===== config.mk =====
export PLATFORM = sky130hd
export DESIGN_NAME = pipe_stage_reg
export DESIGN_NICKNAME = d
export VERILOG_FILES = /design/src/rtl/pipe_stage_reg.sv
export SDC_FILE = /design/constraint.sdc
export NUM_CORES = 1
export LEC_CHECK = 0
export ABC_AREA = 1
export CORE_UTILIZATION = 45
export DETAILED_ROUTE_END_ITERATION = 10
export HOLD_SLACK_MARGIN = 0.02
export PLACE_DENSITY = 0.78
export SETUP_SLACK_MARGIN = 0.3
export SYNTH_ARGS = -nofsm -noshare
export SYNTH_HDL_FRONTEND = slang
export SYNTH_SLANG_ARGS = --single-unit

===== constraint.sdc =====
create_clock -name clk -period 2.12 [get_ports clk]
set_clock_uncertainty 0.15 [all_clocks]
set_input_delay 0.424 -clock clk [delete_from_list [all_inputs] [get_ports clk]]
set_output_delay 0.424 -clock clk [all_outputs]
set_load 0.02 [all_outputs]

===== src/rtl/pipe_stage_reg.sv =====
// pipe_stage_reg: pipeline boundary register with valid/ready, stall, flush and optional skid buffer
module pipe_stage_reg #(
   parameter int DATA_W      = 232,
   parameter int CTRL_W      = 9,
   parameter int SKID        = 1,
   parameter int STALL_CNT_W = 16
) (
   input  logic                   clk,
   input  logic                   reset_n,
   input  logic                   in_valid,
   output logic                   in_ready,
   input  logic [DATA_W-1:0]      in_data,
   input  logic [CTRL_W-1:0]      in_ctrl,
   input  logic                   flush,
   output logic                   out_valid,
   input  logic                   out_ready,
   output logic [DATA_W-1:0]      out_data,
   output logic [CTRL_W-1:0]      out_ctrl,
   output logic [STALL_CNT_W-1:0] stall_cnt
);
   always_ff @(posedge clk or negedge reset_n)
      if (!reset_n) stall_cnt <= '0;
      else if (out_valid && !out_ready && !(&stall_cnt)) stall_cnt <= stall_cnt + STALL_CNT_W'(1);
   if (SKID != 0) begin : g_skid
      typedef enum logic [1:0] {EMPTY, BUSY, FULL} state_t;
      state_t              state;
      logic [DATA_W-1:0]   skid_data;
      logic [CTRL_W-1:0]   skid_ctrl;
      // skid validity is implied by FULL; in_ready is registered from the next state
      always_ff @(posedge clk or negedge reset_n)
         if (!reset_n) begin
            state     <= EMPTY;
            in_ready  <= 1'b1;
            out_valid <= 1'b0;
            out_data  <= '0;
            out_ctrl  <= '0;
            skid_data <= '0;
            skid_ctrl <= '0;
         end else if (flush) begin
            state     <= EMPTY;
            in_ready  <= 1'b1;
            out_valid <= 1'b0;
            out_ctrl  <= '0;
            skid_ctrl <= '0;
         end else begin
            case (state)
               EMPTY: if (in_valid) begin
                  out_valid <= 1'b1;
                  out_data  <= in_data;
                  out_ctrl  <= in_ctrl;
                  state     <= BUSY;
               end
               BUSY: if (in_valid && out_ready) begin
                  out_data <= in_data;
                  out_ctrl <= in_ctrl;
               end else if (in_valid) begin
                  skid_data <= in_data;
                  skid_ctrl <= in_ctrl;
                  state     <= FULL;
                  in_ready  <= 1'b0;
               end else if (out_ready) begin
                  out_valid <= 1'b0;
                  out_ctrl  <= '0;
                  state     <= EMPTY;
               end
               FULL: if (out_ready) begin
                  out_data  <= skid_data;
                  out_ctrl  <= skid_ctrl;
                  skid_data <= '0;
                  skid_ctrl <= '0;
                  state     <= BUSY;
                  in_ready  <= 1'b1;
               end
               default: begin
                  state     <= EMPTY;
                  in_ready  <= 1'b1;
                  out_valid <= 1'b0;
                  out_ctrl  <= '0;
               end
            endcase
         end
   end else begin : g_single
      assign in_ready = !out_valid || out_ready;
      always_ff @(posedge clk or negedge reset_n)
         if (!reset_n) begin
            out_valid <= 1'b0;
            out_data  <= '0;
            out_ctrl  <= '0;
         end else if (flush) begin
            out_valid <= 1'b0;
            out_ctrl  <= '0;
         end else if (in_valid && in_ready) begin
            out_valid <= 1'b1;
            out_data  <= in_data;
            out_ctrl  <= in_ctrl;
         end else if (out_ready) begin
            out_valid <= 1'b0;
            out_ctrl  <= '0;
         end
   end
endmodule


==> key figures <==
Routing
  – Router iterations before antenna repair: 5
  – Post-Route WL: between 70,000 and 80,000 µm
  – Vias per Instance: approximately 5.4
  – DRC viols: 0
  – Vias: 22,100
  – DR WL/cell: 18.8 µm
  – Post-route ant nets: 0
  – Iter 0 DRT Violations: 1,905

Critical path
  – Startpoint Class: register
  – Data arrival time of the critical path: 2300 ps
  – Crit Path Category: register to register
  – R2R setup slack: roughly 130 ps
  – Req. time, crit path: approximately 2400 ps
  – Crit-path max FO: 7
  – R2R cell count: 9
  – Critical Path End Type: register
  – R2r startpoint: g_skid.state[1]
  – FF-to-FF End: g_skid.skid_data[12]

Layout
  – Finished Cell Area: 32,000 µm²
  – Fin cells: 4,111
  – Final Net Count: 3,642
  – Fill cells: 4,038
  – Multi-input gate area: 8900 µm²
  – Most common cell after layout, fill and taps aside: nand2_1
  – Share of cells above drive strength 1: 21.3%
  – Storage element area: 12,600 µm²
  – Most frequent cells in the layout: nand2_1, nand3_1, dfrtp_1
  – Layout area overhead: 39.5%

Synth
  – Post-Syn Area: 22,900 µm²
  – Mean post-synth cell area: 8.13 µm²
  – Syn nets: 3,066
  – Synth top area cells: dfrtp_1, nand2_1, nand3_1
  – Yosys top cell by area: dfrtp_1
  – Synth top area share: 54.7%
  – Distinct cell type count after synthesis: 26
  – Total number of yosys warnings: 0
  – Sequential area share after synthesis: 54.8%
  – Synthesized flop and latch total: 502
  – Cells after Synth: 2,819

Outcome
  – Status: complete, no violations

Clocking
  – Clock buffer depth: 3
  – Clk slew on worst S/H paths: 60 ps
  – Skew-Pair Late Insertion Delay: 600 ps
  – Number of buffers created by CTS: 52
  – CTS tree: yes
  – Clock Sinks: 502
  – Clock Tree Root: clkbuf_16
  – Htree depth: 2

Placed design
  – RD Place Congestion: 0.853
  – PortBufs: just over 500
  – Post-DP Area: 29,500 µm²
  – Post-DP HPWL: around 48,000 µm
  – Placed Cells: approximately 3,900
  – Pre-CTS WS: -274 ps

GRT
  – Gr ovfl total: 0
  – Pin count of the biggest net entering global routing: 81
  – Vias in the first global route: approximately 20,000
  – GRT Overall Usage: about a quarter
  – First-pass GRT wire length: ~110,000 µm
  – Initial antenna violation count: 10

STA
  – Fmax: between 500 and 600 MHz
  – Worst Max-Slew Pin Slew: 461 ps
  – Final setup fails: 0
  – Min cycle time layout: 1990 ps
  – Max transition margin: 69.2%
  – RSZ-0062 raised after global routing: true
  – PnR worst setup slack: between 100 and 150 ps
  – Slew Viols, Final: 0
  – Period utilisation layout: about 94%
  – Final hold vios: 0
  – Setup TNS: 0 ps

Die
  – I/O pin count: 505
  – Die H: 228 µm
  – Die footprint: slightly above 50,000 µm²
  – Area of the core: roughly 50,000 µm²
  – Chip width: 228 µm
  – Initial Util: 45.7%
  – Row count: 82

Power and ir drop
  – Leakage: 16.2 nW
  – Power share of the clock group: a little under a quarter
  – Internal: 0.0260 W
  – Switching Power: 0.0165 W
  – Sw frac: 38.9%
  – Seq pwr share: 37.5%
  – Comb power frac: 39.9%
  – PD cells: 1330 nW/µm²
  – Worst vdd ir: 0.000798 V

Min path
  – Type of the worst min-delay path: primary input to async pin

Flow run
  – Max-Cap Viols: 0
[per-layer routing]
metal	routed length (µm)	global-route usage (%)	part of all wire (%)	vias to the layer above
met4	3710	14.0	4.8	0
met2	38300	42.2	49	917
met3	5320	4.95	6.9	244
met5	0	0	0	-
met1	30100	33.7	39	10600
li1	-	-	-	10300
[synth_stat cells]
| library cell | count |
|---|---|
| nand2_1 | 820 |
| nand3_1 | 502 |
| dfrtp_1 | 501 |
| o21ai_0 | 305 |
| inv_1 | 248 |
| o21ai_1 | 175 |
| buf_2 | 95 |
| clkbuf_1 | 72 |
| buf_4 | 27 |
| nor2_1 | 24 |
| buf_6 | 10 |
| nand4_1 | 8 |
| xnor2_1 | 7 |
| buf_1 | 5 |
| inv_2 | 5 |
| nand2_2 | 3 |
| nor2_4 | 3 |
| a21boi_0 | 1 |
| a21oi_1 | 1 |
| a22oi_4 | 1 |
| dfstp_2 | 1 |
| ha_1 | 1 |
| nand3b_1 | 1 |
| nor2_2 | 1 |
| o2111ai_1 | 1 |
| xor2_1 | 1 |
[power by group through the flow]
stage	sequential [W]	combinational (W)	clock, W
final	0.0160	0.0170	0.00962
after global routing	0.0164	0.0185	0.0101
after CTS	0.0159	0.0150	0.00971
after detailed placement	0.0161	0.0166	0
after global placement	0.0160	0.0163	0
after floorplan	0.0183	0.00616	0
[worst max path at each step]
stage,slack [ps],cells past startpoint,to,start
after global routing,70,9,g_skid.skid_data[179],g_skid.state[1]
final,130,9,g_skid.skid_data[12],g_skid.state[1]
after CTS,210,10,g_skid.skid_data[42],g_skid.state[0]
after detailed placement,-270,9,out_data[0],out_ready
after floorplan,340,8,stall_cnt[9],stall_cnt[0]
after global placement,-230,9,out_data[10],out_ready
[metrics by stage]
stage	power [W]	util [%]	hold slack, ps
after floorplan	0.0244	-	-21.6
after global placement	0.0323	58.7	179
after detailed placement	0.0327	58.7	178
after CTS	0.0406	60.5	135
after global routing	0.0449	63.7	165
final	0.0426	63.7	156
[what timing repair did]
item                                    4_1_cts  5_1_grt
hold buffers                                  1        0
pin swaps                                     4        6
cloned                                        2       32
endpoints found under the setup margin      732      540
resized for setup                           957      356
buffers inserted                             20       18
endpoints found under the hold margin       282        0
[cells by family (layout without fill, tap and decap cells)]
logic type	after synthesis	count (layout)	share of synthesized area (%)
xor gates and xnor gates	8	8	0.306
buffers and inverters	462	1070	8.86
adders and majority gates	1	1	0.0546
DFF	502	502	54.8
AOI/OAI and AO/OA	484	484	10.7
other	0	12	0
and+or+nand+nor	1362	1362	25.3
[registers in the layout (all words and copies together) (netlist names)]
name              count
g_skid.skid_data    232
out_data            232
stall_cnt            16
g_skid.skid_ctrl      9
out_ctrl              9
g_skid.state          2
in_ready              1
out_valid             1
[critical path: stages, from the launching register on]
cell and delay, ps:
dfrtp_2 480, nor2_4 190, nand2_2 90, nand2_2 110, nand2_4 70, nor2_4 170
buf_6 160, clkbuf_16 190, clkbuf_16 160, o21ai_1 60
[cell type report]
type,instances,share of cell area [%]
timing repair inverter,2,0.0626
antenna,12,0.0939
tap,672,2.63
clock buffer,70,4.69
timing repair buffer,729,21.5
clock inverter,16,0.853
multi-input combinational,1855,27.8
inverter,253,3.04
sequential,502,39.3
Power figures use the tool's default switching activity.
